### src/rtl/led_pkg.sv
// Shared LED subsystem defaults, consumed by the trail PWM and the upstream rotator.
package led_pkg;

  localparam int unsigned LED_N_LED_DEF     = 8;
  localparam int unsigned LED_BRIGHT_W_DEF  = 4;
  localparam int unsigned LED_DECAY_DIV_DEF = 16;

  // Counter width able to hold 0..n-1, never narrower than one bit.
  function automatic int unsigned led_cnt_w(input int unsigned n);
    return (n > 1) ? $clog2(n) : 1;
  endfunction

endpackage

### src/rtl/led_pwm_channel.sv
// One LED channel: decaying brightness level, per-frame shadow duty and PWM compare.
module led_pwm_channel
  import led_pkg::*;
#(
  parameter int unsigned BRIGHT_W = LED_BRIGHT_W_DEF
) (
  input  logic                clk,
  input  logic                rst_n,
  input  logic                i_en,
  input  logic                i_led,
  input  logic                i_decay_tick,
  input  logic                i_load_duty,
  input  logic [BRIGHT_W-1:0] i_pwm_cnt,
  output logic                o_pwm
);

  localparam logic [BRIGHT_W-1:0] LMAX = '1;

  logic [BRIGHT_W-1:0] r_level;
  logic [BRIGHT_W-1:0] r_duty;
  logic                r_pwm;

  // Brightness: a lit input always wins over a decay step; decay saturates at 0.
  always_ff @(posedge clk or negedge rst_n) begin
    if (!rst_n) begin
      r_level <= '0;
    end else if (!i_en) begin
      r_level <= '0;
    end else if (i_led) begin
      r_level <= LMAX;
    end else if (i_decay_tick && (r_level != '0)) begin
      r_level <= r_level - BRIGHT_W'(1);
    end
  end

  // Duty is only refreshed on the last count of a frame so a frame never glitches.
  always_ff @(posedge clk or negedge rst_n) begin
    if (!rst_n) begin
      r_duty <= '0;
    end else if (!i_en) begin
      r_duty <= '0;
    end else if (i_load_duty) begin
      r_duty <= r_level;
    end
  end

  always_ff @(posedge clk or negedge rst_n) begin
    if (!rst_n) begin
      r_pwm <= 1'b0;
    end else if (!i_en) begin
      r_pwm <= 1'b0;
    end else begin
      r_pwm <= (r_duty > i_pwm_cnt);
    end
  end

  assign o_pwm = r_pwm;

endmodule

### src/rtl/led_trail_pwm.sv
// Comet-trail LED driver: shared PWM/decay counters plus one PWM channel per LED.
module led_trail_pwm
  import led_pkg::*;
#(
  parameter int unsigned BRIGHT_W  = LED_BRIGHT_W_DEF,
  parameter int unsigned DECAY_DIV = LED_DECAY_DIV_DEF,
  parameter int unsigned N_LED     = LED_N_LED_DEF
) (
  input  logic             clk,
  input  logic             rst_n,
  input  logic             en,
  input  logic [N_LED-1:0] led_in,
  output logic [N_LED-1:0] pwm_out,
  output logic             frame_tick
);

  localparam int unsigned         DEC_W    = led_cnt_w(DECAY_DIV);
  localparam logic [DEC_W-1:0]    DEC_LAST = DEC_W'(DECAY_DIV - 1);
  localparam logic [BRIGHT_W-1:0] LMAX     = '1;

  logic [BRIGHT_W-1:0] r_pwm_cnt;
  logic [DEC_W-1:0]    r_decay_cnt;
  logic                r_frame_tick;
  logic                w_decay_tick;
  logic                w_frame_end;
  logic [N_LED-1:0]    w_pwm;

  assign w_decay_tick = en && (r_decay_cnt == DEC_LAST);
  assign w_frame_end  = en && (r_pwm_cnt == LMAX);

  // Shared counters; dropping en parks everything at 0 so restart is deterministic.
  always_ff @(posedge clk or negedge rst_n) begin
    if (!rst_n) begin
      r_pwm_cnt    <= '0;
      r_decay_cnt  <= '0;
      r_frame_tick <= 1'b0;
    end else if (!en) begin
      r_pwm_cnt    <= '0;
      r_decay_cnt  <= '0;
      r_frame_tick <= 1'b0;
    end else begin
      r_pwm_cnt    <= r_pwm_cnt + BRIGHT_W'(1);
      r_decay_cnt  <= (r_decay_cnt == DEC_LAST) ? '0 : r_decay_cnt + DEC_W'(1);
      r_frame_tick <= w_frame_end;
    end
  end

  for (genvar g = 0; g < int'(N_LED); g++) begin : g_ch
    led_pwm_channel #(
      .BRIGHT_W (BRIGHT_W)
    ) u_ch (
      .clk          (clk),
      .rst_n        (rst_n),
      .i_en         (en),
      .i_led        (led_in[g]),
      .i_decay_tick (w_decay_tick),
      .i_load_duty  (w_frame_end),
      .i_pwm_cnt    (r_pwm_cnt),
      .o_pwm        (w_pwm[g])
    );
  end

  assign pwm_out    = w_pwm;
  assign frame_tick = r_frame_tick;

endmodule

### config.mk
export PLATFORM = sky130hd
export DESIGN_NAME = led_trail_pwm
export DESIGN_NICKNAME = d
export VERILOG_FILES = /design/src/rtl/led_pkg.sv /design/src/rtl/led_pwm_channel.sv /design/src/rtl/led_trail_pwm.sv
export SDC_FILE = /design/constraint.sdc
export NUM_CORES = 1
export LEC_CHECK = 0
export ABC_CLOCK_PERIOD_IN_PS = 4500
export BUFFER_PORTS_ARGS = -buffer_cell sky130_fd_sc_hd__buf_2
export CORE_MARGIN = 5
export CORE_UTILIZATION = 60
export CTS_BUF_LIST = sky130_fd_sc_hd__clkbuf_4 sky130_fd_sc_hd__clkbuf_8
export DETAILED_ROUTE_END_ITERATION = 10
export PLACE_DENSITY = 0.78
export SETUP_SLACK_MARGIN = 0.05
export SYNTH_ARGS = -nofsm -noshare
export SYNTH_HDL_FRONTEND = slang
export SYNTH_HIERARCHICAL = 1
export SYNTH_SLANG_ARGS = --single-unit
### constraint.sdc
create_clock -name clk -period 4.5 [get_ports clk]
set_clock_uncertainty 0.15 [all_clocks]
set_input_delay 0.225 -clock clk [delete_from_list [all_inputs] [get_ports clk]]
set_output_delay 0.225 -clock clk [all_outputs]
set_load 0.005 [all_outputs]
**Yosys cells after proc, flatten, opt, wreduce, memory -nomap -nowiden**

Cells that the tools add are included.

- Register bits after elaboration: 81
- Bits in latches: 0
- RAM bits: 0
- Bits in read-only memories: 0
- Input bits: 11
- Output and inout port bits: 9
- Memories: 0

- Add/subtract/negate cells: 10
- $mul: 0
- Div/mod/pow operators: 0
- $lt $le $gt $ge: 8
- Equal/unequal tests: 11
- Shift-type cells: 0
- Multiplexer cells: 52
- Bitwise operators: 0
- Reductions and logical operators: 18

Operator list:

| kind | count |
|---|---|
| two-way mux 4 bit | 43 |
| greater-than comparator 4 bit | 8 |
| nonzero test 4 bit | 8 |
| subtractor 4 x 1 -> 4 bit (second input constant) | 8 |
| inequality test 3 x 1 -> 1 bit (second input constant) | 8 |
| logical AND 1 bit | 10 |
| two-way mux 1 bit | 9 |
| adder 4 x 1 -> 4 bit (second input constant) | 2 |
| == test 4 bit (second input constant) | 2 |
| inequality test 2 x 1 -> 1 bit (second input constant) | 1 |

**Depth between registers and ports, before layout**

Gate-level depths: netlist (run 1).

- Depth after elaboration: 6
- Gate-level depth with buffers: 6

**Cells and area by module**

The synthesis (run 1) kept the hierarchy.

By module, submodules not included:

| module | instances | cells an instance | area each (um^2) | sequential area each (um^2) |
|---|---|---|---|---|
| led_pwm_channel | 8 | 51 | 530.5 | 225.2 |
| led_trail_pwm | 1 | 31 | 374.1 | 225.2 |

**Least setup slack after synthesis (run 1)**

No wires, ideal clock.

- Path kind: register to register
- Start: reg r_decay_cnt[0]
- End: reg g_ch[0].u_ch.r_level[3]
- Library setup time: 0.126 ns
- Data arrival time: 2.797 ns
- Required time: 4.224 ns
- Slack: 1.427 ns
- Stages on the path, launching flop included: 6
- Path buffers: 0
- Clock period less this slack: 3.073 ns
- Path through: dfrtp_1 ha_1 nand3_1 nor2_1 or4b_1 o311a_1

- Word-level cells in the longest chain between the ends: 4

Ends and longest elaborated chain:

| item | line | RTL |
|---|---|---|
| start, declared | led_trail_pwm.sv:22 | `logic [DEC_W-1:0] r_decay_cnt;` |
| start signal, assigned | led_trail_pwm.sv:43 | `r_decay_cnt <= (r_decay_cnt == DEC_LAST) ? '0 : r_decay_cnt + DEC_W'(1);` |
| == test 4 bit | led_trail_pwm.sv:28 | `assign w_decay_tick = en && (r_decay_cnt == DEC_LAST);` |
| logical AND 1 bit | led_trail_pwm.sv:28 |  |
| via w_decay_tick | led_trail_pwm.sv:24 | `logic w_decay_tick;` |
| logical AND 1 bit | led_pwm_channel.sv:31 | `end else if (i_decay_tick && (r_level != '0)) begin` |
| inequality test 3 x 1 -> 1 bit (no line) | - |  |
| end signal, assigned | led_pwm_channel.sv:32 | `r_level <= r_level - BRIGHT_W'(1);` |
| end, declared | led_pwm_channel.sv:19 | `logic [BRIGHT_W-1:0] r_level;` |

The timed path passes the listed nets, and every way through them passes these cells.
A chain may end at the register's enable or synchronous reset.

**Final worst setup path (run 1)**

- Start: reg r_pwm_cnt[0]
- End: reg g_ch[6].u_ch.r_duty[3]

- Word-level cells in the longest chain between the ends: 3

Ends and longest elaborated chain:

| item | line | RTL |
|---|---|---|
| start, declared | led_trail_pwm.sv:21 | `logic [BRIGHT_W-1:0] r_pwm_cnt;` |
| start signal, assigned | led_trail_pwm.sv:42 | `r_pwm_cnt <= r_pwm_cnt + BRIGHT_W'(1);` |
| == test 4 bit | led_trail_pwm.sv:29 | `assign w_frame_end = en && (r_pwm_cnt == LMAX);` |
| logical AND 1 bit | led_trail_pwm.sv:29 |  |
| via w_frame_end | led_trail_pwm.sv:25 | `logic w_frame_end;` |
| inequality test 2 x 1 -> 1 bit (no line) | - |  |
| end signal, assigned | led_pwm_channel.sv:43 | `r_duty <= r_level;` |
| end, declared | led_pwm_channel.sv:20 | `logic [BRIGHT_W-1:0] r_duty;` |

The timed path passes the listed nets, and every way through them passes these cells.

==> results.py, run 1 <==
metrics = {
    "final_layout": {
        "drive_gt1_share_pct": 14.3,
        "final_common_cell": "dfrtp_1",
        "fin_util_pct": 66.1,
        "final_nets": 510,
        "syn2layout_area_growth_pct": 8.91,
        "fin_area_sq_um": 5030,
        "n_antenna_cell": 0,
        "fillers": 624,
        "layout_common_cells": "dfrtp_1 (81), inv_1 (66), ha_1 (42)",
        "final_cell_count_no_fill": 563,
    },
    "routing": {
        "vias": 3207,
        "dr.pass1.iters": 4,
        "via_per_inst": 5.70,
        "top_layer": "met4",
        "dr_wl_met3_microns": 177,
        "initialDrtViolationCount": 147,
        "drc": 0,
        "ant_nets": 0,
        "finalWirelength_microns": 8510,
        "dr_wl_met2_microns": 4230,
        "routedWlPerCell_microns": 15.1,
        "wl_met1_microns": 3960,
    },
    "clocking": {
        "htreeDepth": 3,
        "clock_latency_ps": 340,
        "clock_tree.buffer_depth": 2,
        "cts_sinks": 81,
        "cts_buffers": 9,
        "cts_tree": "done",
        "hold_buffers": 1,
        "cts_resized": 0,
        "postCtsSetupBuffers": 0,
        "clkTransAtPathRegs_ps": 80,
        "root_buffer": "clkbuf_8",
    },
    "sta": {
        "period_needed_ps": 2540,
        "max_slew_margin_pct": 30.8,
        "finalHoldViolations": 0,
        "whs_ps": 22.1,
        "setup_viol": 0,
        "setup_tns_ps": 0,
        "fmax_mhz": 394,
        "worst_slew_pin_slew_ps": 1040,
        "drv_slew": 0,
        "min_period_over_period_pct": 56.4,
        "fin_ws_ps": 1960,
        "rsz0062_at_grt": "false",
    },
    "power_and_ir_drop": {
        "cellPowerDensity_nw_per_um2": 299,
        "power.total_mw": 1.50,
        "irDropWorstVdd_uv": 200,
        "p_leak_nw": 2.39,
    },
    "worst_setup_path": {
        "crit_fanout": 33,
        "reg2reg_slack_ps": 1960,
        "worstSetupEndpoint": "g_ch[6].u_ch/r_duty[3]$_DFFE_PN0P_",
        "crit_type": "reg2reg",
        "arrival_ps": 2620,
        "reg2reg_from": "r_pwm_cnt[0]$_DFF_PN0_",
        "r2r_end": "g_ch[6].u_ch/r_duty[3]$_DFFE_PN0P_",
        "r2r_cells": 4,
        "cp_data_required_time_ps": 4580,
        "cp-startpoint": "r_pwm_cnt[0]$_DFF_PN0_",
        "start_kind": "flop",
        "end_kind": "flop",
    },
    "floorplanning": {
        "start_util_pct": 60.7,
        "ios": 20,
        "die_area_sq_um": 9550,
        "die_w_microns": 97.7,
        "die_y_microns": 97.7,
        "coreArea_sq_um": 7610,
        "row_count": 32,
    },
    "run": {
        "drv_cap": 0,
    },
    "global_route": {
        "grt_usage_pct": 19.2,
        "grt_pass1_wl_microns": 15100,
        "grt-ovfl-total": 0,
        "antenna_found_initial": 0,
        "grt_max_degree": 82,
        "grt_pass1_vias": 3326,
    },
    "logic_synthesis": {
        "synthCells": 439,
        "syn_nets": 492,
        "synth_area_sq_um": 4620,
        "ys_warn_count": 6,
        "ys_seq_elements": 81,
        "ys_seq_area_share_pct": 43.9,
        "syn_avg_cell_area_sq_um": 10.5,
        "ys_types": 29,
    },
    "outcome": {
        "outcome": "finished clean",
    },
    "placed_design": {
        "dpl-instance-area_sq_um": 4820,
        "portBuffers": 19,
        "dp.cells": 547,
        "pre_cts_ws_ps": 1840,
        "hpwl_microns": 5580,
        "gp_congestion": 0.767,
    },
    "worst_hold_path": {
        "hold_path.class": "in2reg",
        "holdPathStages": 2,
    },
}
[worst min-delay path by stage]
stage | from | endpoint | slack (ps)
6_report | led_in[1] | g_ch[1].u_ch/r_level[2]$_DFFE_PN0P_ | 20
2_1_floorplan | rst_n | frame_tick$_DFF_PN0_ | -220
5_1_grt | led_in[4] | g_ch[4].u_ch/r_level[0]$_DFFE_PN0P_ | 20
4_1_cts | led_in[1] | g_ch[1].u_ch/r_level[0]$_DFFE_PN0P_ | 2
3_3_place_gp | rst_n | g_ch[2].u_ch/r_duty[0]$_DFFE_PN0P_ | 320
3_5_place_dp | rst_n | g_ch[2].u_ch/r_duty[0]$_DFFE_PN0P_ | 320
[critical path, cell delays in order (launching register included)]
cell     delay [ps]
dfrtp_1         670
ha_1            280
and4_2          940
mux2i_1         300
nor2b_1          70
[cells by family after synthesis]
family          count (synthesis)  synth area share [%]
flops                          81                  43.9
xor+xnor                        3                 0.569
buf+inv                        82                  6.66
fa+ha+maj                      42                  11.4
mux                            32                  6.94
simple gates                  116                  17.0
compound gates                 83                  13.5
[metal layers]
layer	GRT usage (%)	up-vias
met3	2.64	13
li1	-	1582
met2	33.0	28
met1	24.5	1584
met5	0	-
met4	7.99	0
[flip-flops by register name (all words and copies together), names as in the netlist]
| signal | count |
|---|---|
| g_ch.u_ch/r_level | 32 |
| r_decay_cnt | 4 |
| g_ch.u_ch/r_duty | 32 |
| r_pwm_cnt | 4 |
| frame_tick | 1 |
| g_ch.u_ch/o_pwm | 8 |
[power by group]
group          leakage (nW)  internal, mW  switching (mW)  total [mW]
Combinational          1.21        0.0823          0.0909       0.173
Sequential             1.08         0.757          0.0335       0.791
Clock                 0.106         0.288           0.250       0.538
Total                  2.39          1.13           0.375        1.50
[area by class of cell]
cell class                      count  area [sq um]  area share, %
Multi-Input combinational cell    276          2290           45.4
Tap cell                          102           128           2.54
Timing Repair Buffer               23           143           2.84
Clock buffer                       12           159           3.16
Clock inverter                      3          40.0          0.796
Sequential cell                    81          2030           40.3
Inverter                           66           248           4.93
[synthesized netlist by cell type]
cell      count  area share (%)
and3b_2       8             1.7
nor3b_1       1            0.16
o221a_2       8             2.0
nand2_1       8            0.65
nor2_1       21             1.7
or4b_1        8             1.7
xnor2_1       2            0.38
nand3_1       9            0.98
a21boi_0      8             1.3
and2_2        2            0.33
inv_1        66             5.4
nand3_2       1            0.22
o21ai_0       1            0.11
and4_2        1            0.22
nand4b_1      1            0.19
o311a_1       8             1.7
o31a_1       24             4.6
xor2_1        1            0.19
a21oi_1      26             2.8
and3_1        8             1.1
nor2b_1      32             4.3
and4b_1       8             1.7
or3b_4        8             2.0
clkbuf_1      8            0.65
dfrtp_1      81              44
mux2i_1      32             6.9
ha_1         42              11
buf_1         8            0.65
o22ai_1       8             1.1
Note: power is estimated with default switching activity, not from simulation.
==> run 2: changes to the inputs <==
--- a/config.mk
+++ b/config.mk
@@ -5,13 +5,13 @@
 export SDC_FILE = /design/constraint.sdc
 export NUM_CORES = 1
 export LEC_CHECK = 0
-export ABC_CLOCK_PERIOD_IN_PS = 4500
+export ABC_CLOCK_PERIOD_IN_PS = 2200
 export BUFFER_PORTS_ARGS = -buffer_cell sky130_fd_sc_hd__buf_2
 export CORE_MARGIN = 5
-export CORE_UTILIZATION = 60
+export CORE_UTILIZATION = 58
 export CTS_BUF_LIST = sky130_fd_sc_hd__clkbuf_4 sky130_fd_sc_hd__clkbuf_8
 export DETAILED_ROUTE_END_ITERATION = 10
-export PLACE_DENSITY = 0.78
+export PLACE_DENSITY = 0.79
 export SETUP_SLACK_MARGIN = 0.05
 export SYNTH_ARGS = -nofsm -noshare
 export SYNTH_HDL_FRONTEND = slang
==> constraint.sdc (replaced) <==
create_clock -name clk -period 2.2 [get_ports clk]
set_clock_uncertainty 0.15 [all_clocks]
set_input_delay 0.11 -clock clk [delete_from_list [all_inputs] [get_ports clk]]
set_output_delay 0.11 -clock clk [all_outputs]
set_load 0.005 [all_outputs]
==> run 2 against run 1 <==
  * Non-clock buffer count up 21
  * Hold slack better by 110 ps
  * Final cell count rose by 3.7%
  * Design area grew 4.9%
  * Sequential cell count unchanged
  * Register-to-register slack got worse by 1800 ps
  * Clock-buffer cell count stayed put
  * Core utilization increased by 2.2 points
  * Critical path type unchanged
==> results.py, run 2 (same netlist as run 1, synthesis figures left out) <==
metrics = {
    "outcome": {
        "outcome": "finished clean",
    },
    "final_layout": {
        "n_antenna_cell": 0,
        "fin_area_sq_um": 5280,
        "fillers": 575,
        "register_area_sq_um": 2030,
        "syn2layout_area_growth_pct": 14.3,
        "layout_common_cells": "dfrtp_1 (81), inv_1 (66), ha_1 (41)",
        "final_nets": 531,
        "final_cell_count_no_fill": 584,
        "final_common_cell": "dfrtp_1",
        "drive_gt1_share_pct": 18.3,
        "fin_util_pct": 68.3,
        "multiInputGateArea_sq_um": 2330,
    },
    "routing": {
        "dr.pass1.iters": 4,
        "drc": 0,
        "vias": 3352,
        "initialDrtViolationCount": 108,
        "routedWlPerCell_microns": 15.7,
        "ant_nets": 0,
        "finalWirelength_microns": 9170,
        "via_per_inst": 5.74,
    },
    "sta": {
        "fin_ws_ps": 150,
        "min_period_over_period_pct": 93.2,
        "setup_viol": 0,
        "worst_slew_pin_slew_ps": 689,
        "max_slew_margin_pct": 54.1,
        "rsz0062_at_grt": "false",
        "period_needed_ps": 2050,
        "finalHoldViolations": 0,
        "drv_slew": 0,
        "fmax_mhz": 488,
    },
    "clocking": {
        "clock_latency_ps": 350,
        "cts_buffers": 9,
        "cts_sinks": 81,
        "root_buffer": "clkbuf_8",
        "clkTransAtPathRegs_ps": 80,
        "clock_tree.buffer_depth": 2,
        "cts_tree": "done",
        "htreeDepth": 3,
    },
    "global_route": {
        "met1_usage_pct": 25.0,
        "grt_usage_pct": 20.2,
        "use_met2_pct": 34.1,
        "antenna_found_initial": 0,
        "top_usage_layer": "met2",
        "grt-ovfl-total": 0,
        "grt_max_degree": 75,
        "grt_pass1_vias": 3518,
        "met3_usage_pct": 3.09,
        "grt_pass1_wl_microns": 16100,
    },
    "worst_setup_path": {
        "reg2reg_from": "r_decay_cnt[0]$_DFF_PN0_",
        "crit_fanout": 5,
        "arrival_ps": 2140,
        "worstSetupEndpoint": "g_ch[2].u_ch/r_level[3]$_DFFE_PN0P_",
        "end_kind": "flop",
        "start_kind": "flop",
        "r2r_end": "g_ch[2].u_ch/r_level[3]$_DFFE_PN0P_",
        "cp_data_required_time_ps": 2290,
        "cp-startpoint": "r_decay_cnt[0]$_DFF_PN0_",
        "r2r_cells": 6,
        "reg2reg_slack_ps": 150,
        "crit_type": "reg2reg",
    },
    "floorplanning": {
        "die_y_microns": 99.2,
        "coreArea_sq_um": 7730,
        "ios": 20,
        "die_area_sq_um": 9850,
        "row_count": 32,
        "die_w_microns": 99.2,
        "start_util_pct": 59.8,
    },
    "power_and_ir_drop": {
        "p_leak_nw": 2.51,
        "p_sw_mw": 0.793,
        "power.total_mw": 3.12,
        "p_sw_share_pct": 25.4,
        "irDropWorstVdd_uv": 412,
        "cellPowerDensity_nw_per_um2": 592,
        "p_clk_share_pct": 35.6,
        "p_int_mw": 2.33,
        "seq_power_share_pct": 51.5,
        "pwr-share-comb_pct": 13.0,
    },
    "placed_design": {
        "dpl-instance-area_sq_um": 4940,
        "gp_congestion": 0.757,
        "portBuffers": 19,
        "pre_cts_ws_ps": 8.76,
        "dp.cells": 556,
        "hpwl_microns": 6140,
    },
    "run": {
        "drv_cap": 0,
    },
    "worst_hold_path": {
        "hold_path.class": "in2async",
    },
}
[run 2: cell count changes in the layout (fill, tap and decap cells not counted), sizes merged]
cell | previous run | this run
buf | 22 | 34
dlygate4sd3 | 1 | 10
[run 2: metal layers]
layer	vias to the layer above	routed length [microns]	share of wire, %
met5	-	0	0
met2	54	4540	49
met1	1653	4120	45
li1	1622	-	-
met3	23	265	2.9
met4	0	246	2.7
[run 2: power groups by stage]
stage / Sequential (mW) / Clock (mW) / Combinational (mW)
6_report: 1.61 / 1.11 / 0.405
5_1_grt: 1.62 / 1.20 / 0.463
4_1_cts: 1.61 / 1.14 / 0.408
3_5_place_dp: 1.64 / 0 / 0.390
3_3_place_gp: 1.63 / 0 / 0.365
2_1_floorplan: 1.63 / 0 / 0.245
[run 2: worst min-delay path by stage]
stage,slack [ps],end,cells after the start,startpoint
detailed placement,-30,g_ch[7].u_ch/r_level[0]$_DFFE_PN0P_,1,rst_n
CTS,150,g_ch[2].u_ch/r_level[1]$_DFFE_PN0P_,2,rst_n
floorplan,-340,frame_tick$_DFF_PN0_,0,rst_n
finish,130,r_pwm_cnt[2]$_DFF_PN0_,2,rst_n
global placement,-30,g_ch[7].u_ch/r_level[0]$_DFFE_PN0P_,1,rst_n
global route,190,g_ch[7].u_ch/r_level[0]$_DFFE_PN0P_,2,rst_n
[run 2: final cells by class]
cell class / instances / share of cell area (%)
inverter: 66 / 4.69
clock buffer: 12 / 3.01
sequential: 81 / 38.4
clock inverter: 3 / 0.759
tap: 102 / 2.42
timing repair buffer: 44 / 6.59
multi-input combinational: 276 / 44.1
[run 2: per-stage QoR]
stage,hold WS [ps],TNS (ps)
floorplan,-336,-547
global placement,-33.4,0
detailed placement,-27.0,0
CTS,153,0
global route,187,0
finish,133,0
[run 2: what timing repair did]
item / in CTS / in global routing
resized for setup: 0 / 0
buffers inserted: 3 / 0
setup endpoints to repair: 8 / 0
hold endpoints to repair: 73 / 0
hold buffers: 10 / 0
[run 2: worst max-delay path, stage by stage, from the launching register on]
cell,delay [ps]
dfrtp_1,400
ha_2,220
nand3_2,100
nor2_4,140
buf_4,170
or4b_4,460
o311a_1,300
==> run 3: changes to the inputs <==
--- a/config.mk
+++ b/config.mk
@@ -7,7 +7,7 @@
 export LEC_CHECK = 0
 export ABC_CLOCK_PERIOD_IN_PS = 2200
 export BUFFER_PORTS_ARGS = -buffer_cell sky130_fd_sc_hd__buf_2
-export CORE_MARGIN = 5
+export CORE_MARGIN = 2
 export CORE_UTILIZATION = 58
 export CTS_BUF_LIST = sky130_fd_sc_hd__clkbuf_4 sky130_fd_sc_hd__clkbuf_8
 export DETAILED_ROUTE_END_ITERATION = 10
==> run 3 against run 2 <==
  * Register-to-register slack lost 40 ps
  * Core utilization grew 0.42 points
  * Hold slack lost 9.8 ps
  * Clock power is essentially flat
  * Sequential power is essentially flat
  * Final cell count grew 0.17%
  * Clock-buffer cell count grew 1
  * Critical endpoint is now g_ch[0].u_ch/r_level[3]$_DFFE_PN0P_
  * Largest power group unchanged
==> results.py, run 3 (same netlist as run 1, synthesis figures left out) <==
metrics = {
    "final_layout": {
        "n_antenna_cell": 0,
        "drive_gt1_share_pct": 18.4,
        "fillers": 592,
        "register_area_sq_um": 2030,
        "layout_common_cells": "dfrtp_1 (81), inv_1 (66), ha_1 (41)",
        "final_cell_count_no_fill": 585,
        "fin_area_sq_um": 5310,
        "final_common_cell": "dfrtp_1",
        "final_nets": 531,
        "multiInputGateArea_sq_um": 2340,
        "syn2layout_area_growth_pct": 15.0,
        "fin_util_pct": 68.7,
    },
    "sta": {
        "setup_viol": 0,
        "max_slew_margin_pct": 54.8,
        "setup_tns_ps": 0,
        "fmax_mhz": 479,
        "finalHoldViolations": 0,
        "min_period_over_period_pct": 94.8,
        "period_needed_ps": 2090,
        "drv_slew": 0,
        "worst_slew_pin_slew_ps": 678,
        "whs_ps": 123,
        "fin_ws_ps": 114,
        "rsz0062_at_grt": "false",
    },
    "placed_design": {
        "portBuffers": 19,
        "dpl-instance-area_sq_um": 4950,
        "pre_cts_ws_ps": 88.1,
        "hpwl_microns": 6000,
        "dp.cells": 555,
        "gp_congestion": 0.730,
    },
    "clocking": {
        "cts_tree": "done",
        "clock_tree.buffer_depth": 2,
        "cts_buffers": 9,
        "htreeDepth": 3,
        "clock_latency_ps": 350,
        "root_buffer": "clkbuf_8",
        "clkTransAtPathRegs_ps": 80,
        "cts_sinks": 81,
    },
    "global_route": {
        "grt_max_degree": 75,
        "grt_pass1_vias": 3365,
        "antenna_found_initial": 0,
        "grt_usage_pct": 23.3,
        "grt_pass1_wl_microns": 16000,
        "grt-ovfl-total": 0,
    },
    "worst_setup_path": {
        "end_kind": "flop",
        "r2r_end": "g_ch[0].u_ch/r_level[3]$_DFFE_PN0P_",
        "r2r_cells": 6,
        "reg2reg_from": "r_decay_cnt[1]$_DFF_PN0_",
        "cp_data_required_time_ps": 2290,
        "arrival_ps": 2180,
        "reg2reg_slack_ps": 110,
        "start_kind": "flop",
        "crit_fanout": 18,
        "crit_type": "reg2reg",
    },
    "power_and_ir_drop": {
        "p_leak_nw": 2.52,
        "cellPowerDensity_nw_per_um2": 590,
        "irDropWorstVdd_uv": 345,
        "power.total_mw": 3.13,
    },
    "routing": {
        "vias": 3354,
        "finalWirelength_microns": 9290,
        "via_per_inst": 5.73,
        "drc": 0,
        "dr.pass1.iters": 4,
        "ant_nets": 0,
        "initialDrtViolationCount": 155,
        "routedWlPerCell_microns": 15.9,
    },
    "floorplanning": {
        "die_w_microns": 93.2,
        "die_y_microns": 93.2,
        "ios": 20,
        "die_area_sq_um": 8690,
        "row_count": 32,
        "coreArea_sq_um": 7730,
        "start_util_pct": 59.8,
    },
    "run": {
        "drv_cap": 0,
    },
    "outcome": {
        "outcome": "finished clean",
    },
    "worst_hold_path": {
        "hold_path.class": "in2async",
    },
}
## run 3: cell count changes in the layout (fill, tap and decap cells not counted), sizes merged
cell    before  now
buf         34   33
clkbuf      12   14
## run 3: report_power, final
part | switching, mW | internal (mW) | total (mW)
combinational | 0.210 | 0.196 | 0.406
clock | 0.524 | 0.591 | 1.11
sequential | 0.0618 | 1.55 | 1.61
## run 3: how the worst max path moves through the flow
stage | start | endpoint | cells past startpoint | slack [ps]
detailed placement | r_decay_cnt[0]$_DFF_PN0_ | g_ch[0].u_ch/r_level[3]$_DFFE_PN0P_ | 6 | 90
CTS | r_decay_cnt[0]$_DFF_PN0_ | g_ch[0].u_ch/r_level[3]$_DFFE_PN0P_ | 6 | 70
global placement | r_decay_cnt[0]$_DFF_PN0_ | g_ch[5].u_ch/r_level[3]$_DFFE_PN0P_ | 6 | 160
floorplan | r_decay_cnt[0]$_DFF_PN0_ | g_ch[0].u_ch/r_level[3]$_DFFE_PN0P_ | 5 | -70
global route | r_decay_cnt[0]$_DFF_PN0_ | g_ch[0].u_ch/r_level[3]$_DFFE_PN0P_ | 6 | 40
finish | r_decay_cnt[1]$_DFF_PN0_ | g_ch[0].u_ch/r_level[3]$_DFFE_PN0P_ | 6 | 110
## run 3: layer usage
metal  vias to the layer above  wire length, microns  global-route usage, %
met1                      1655                  4110                   30.2
met2                        64                  4730                   39.4
met3                        12                   293                   2.98
met4                         0                   149                   9.56
li1                       1623                     -                      -
met5                         -                     0                      0
## run 3: repair_timing
| action | CTS | global route |
|---|---|---|
| setup buffers | 0 | 3 |
| hold buffers | 10 | 0 |
| endpoints found under the hold margin | 72 | 0 |
| gates resized for setup | 0 | 2 |
| endpoints found under the setup margin | 0 | 8 |
## run 3: critical path, cell delays in order, from the launching register on
cell     delay (ps)
dfrtp_1         440
ha_4            180
nand3_2          90
nor2_4          160
buf_12          170
or4b_4          470
o311a_1         300
## run 3: cell type report
| type | count | share of cell area (%) |
|---|---|---|
| clock buffers | 13 | 3.02 |
| clock inverters | 3 | 0.754 |
| inverters | 66 | 4.67 |
| multi-input cells | 276 | 44.0 |
| flip-flops and latches | 81 | 38.2 |
| well taps | 102 | 2.40 |
| repair buffers | 44 | 6.95 |
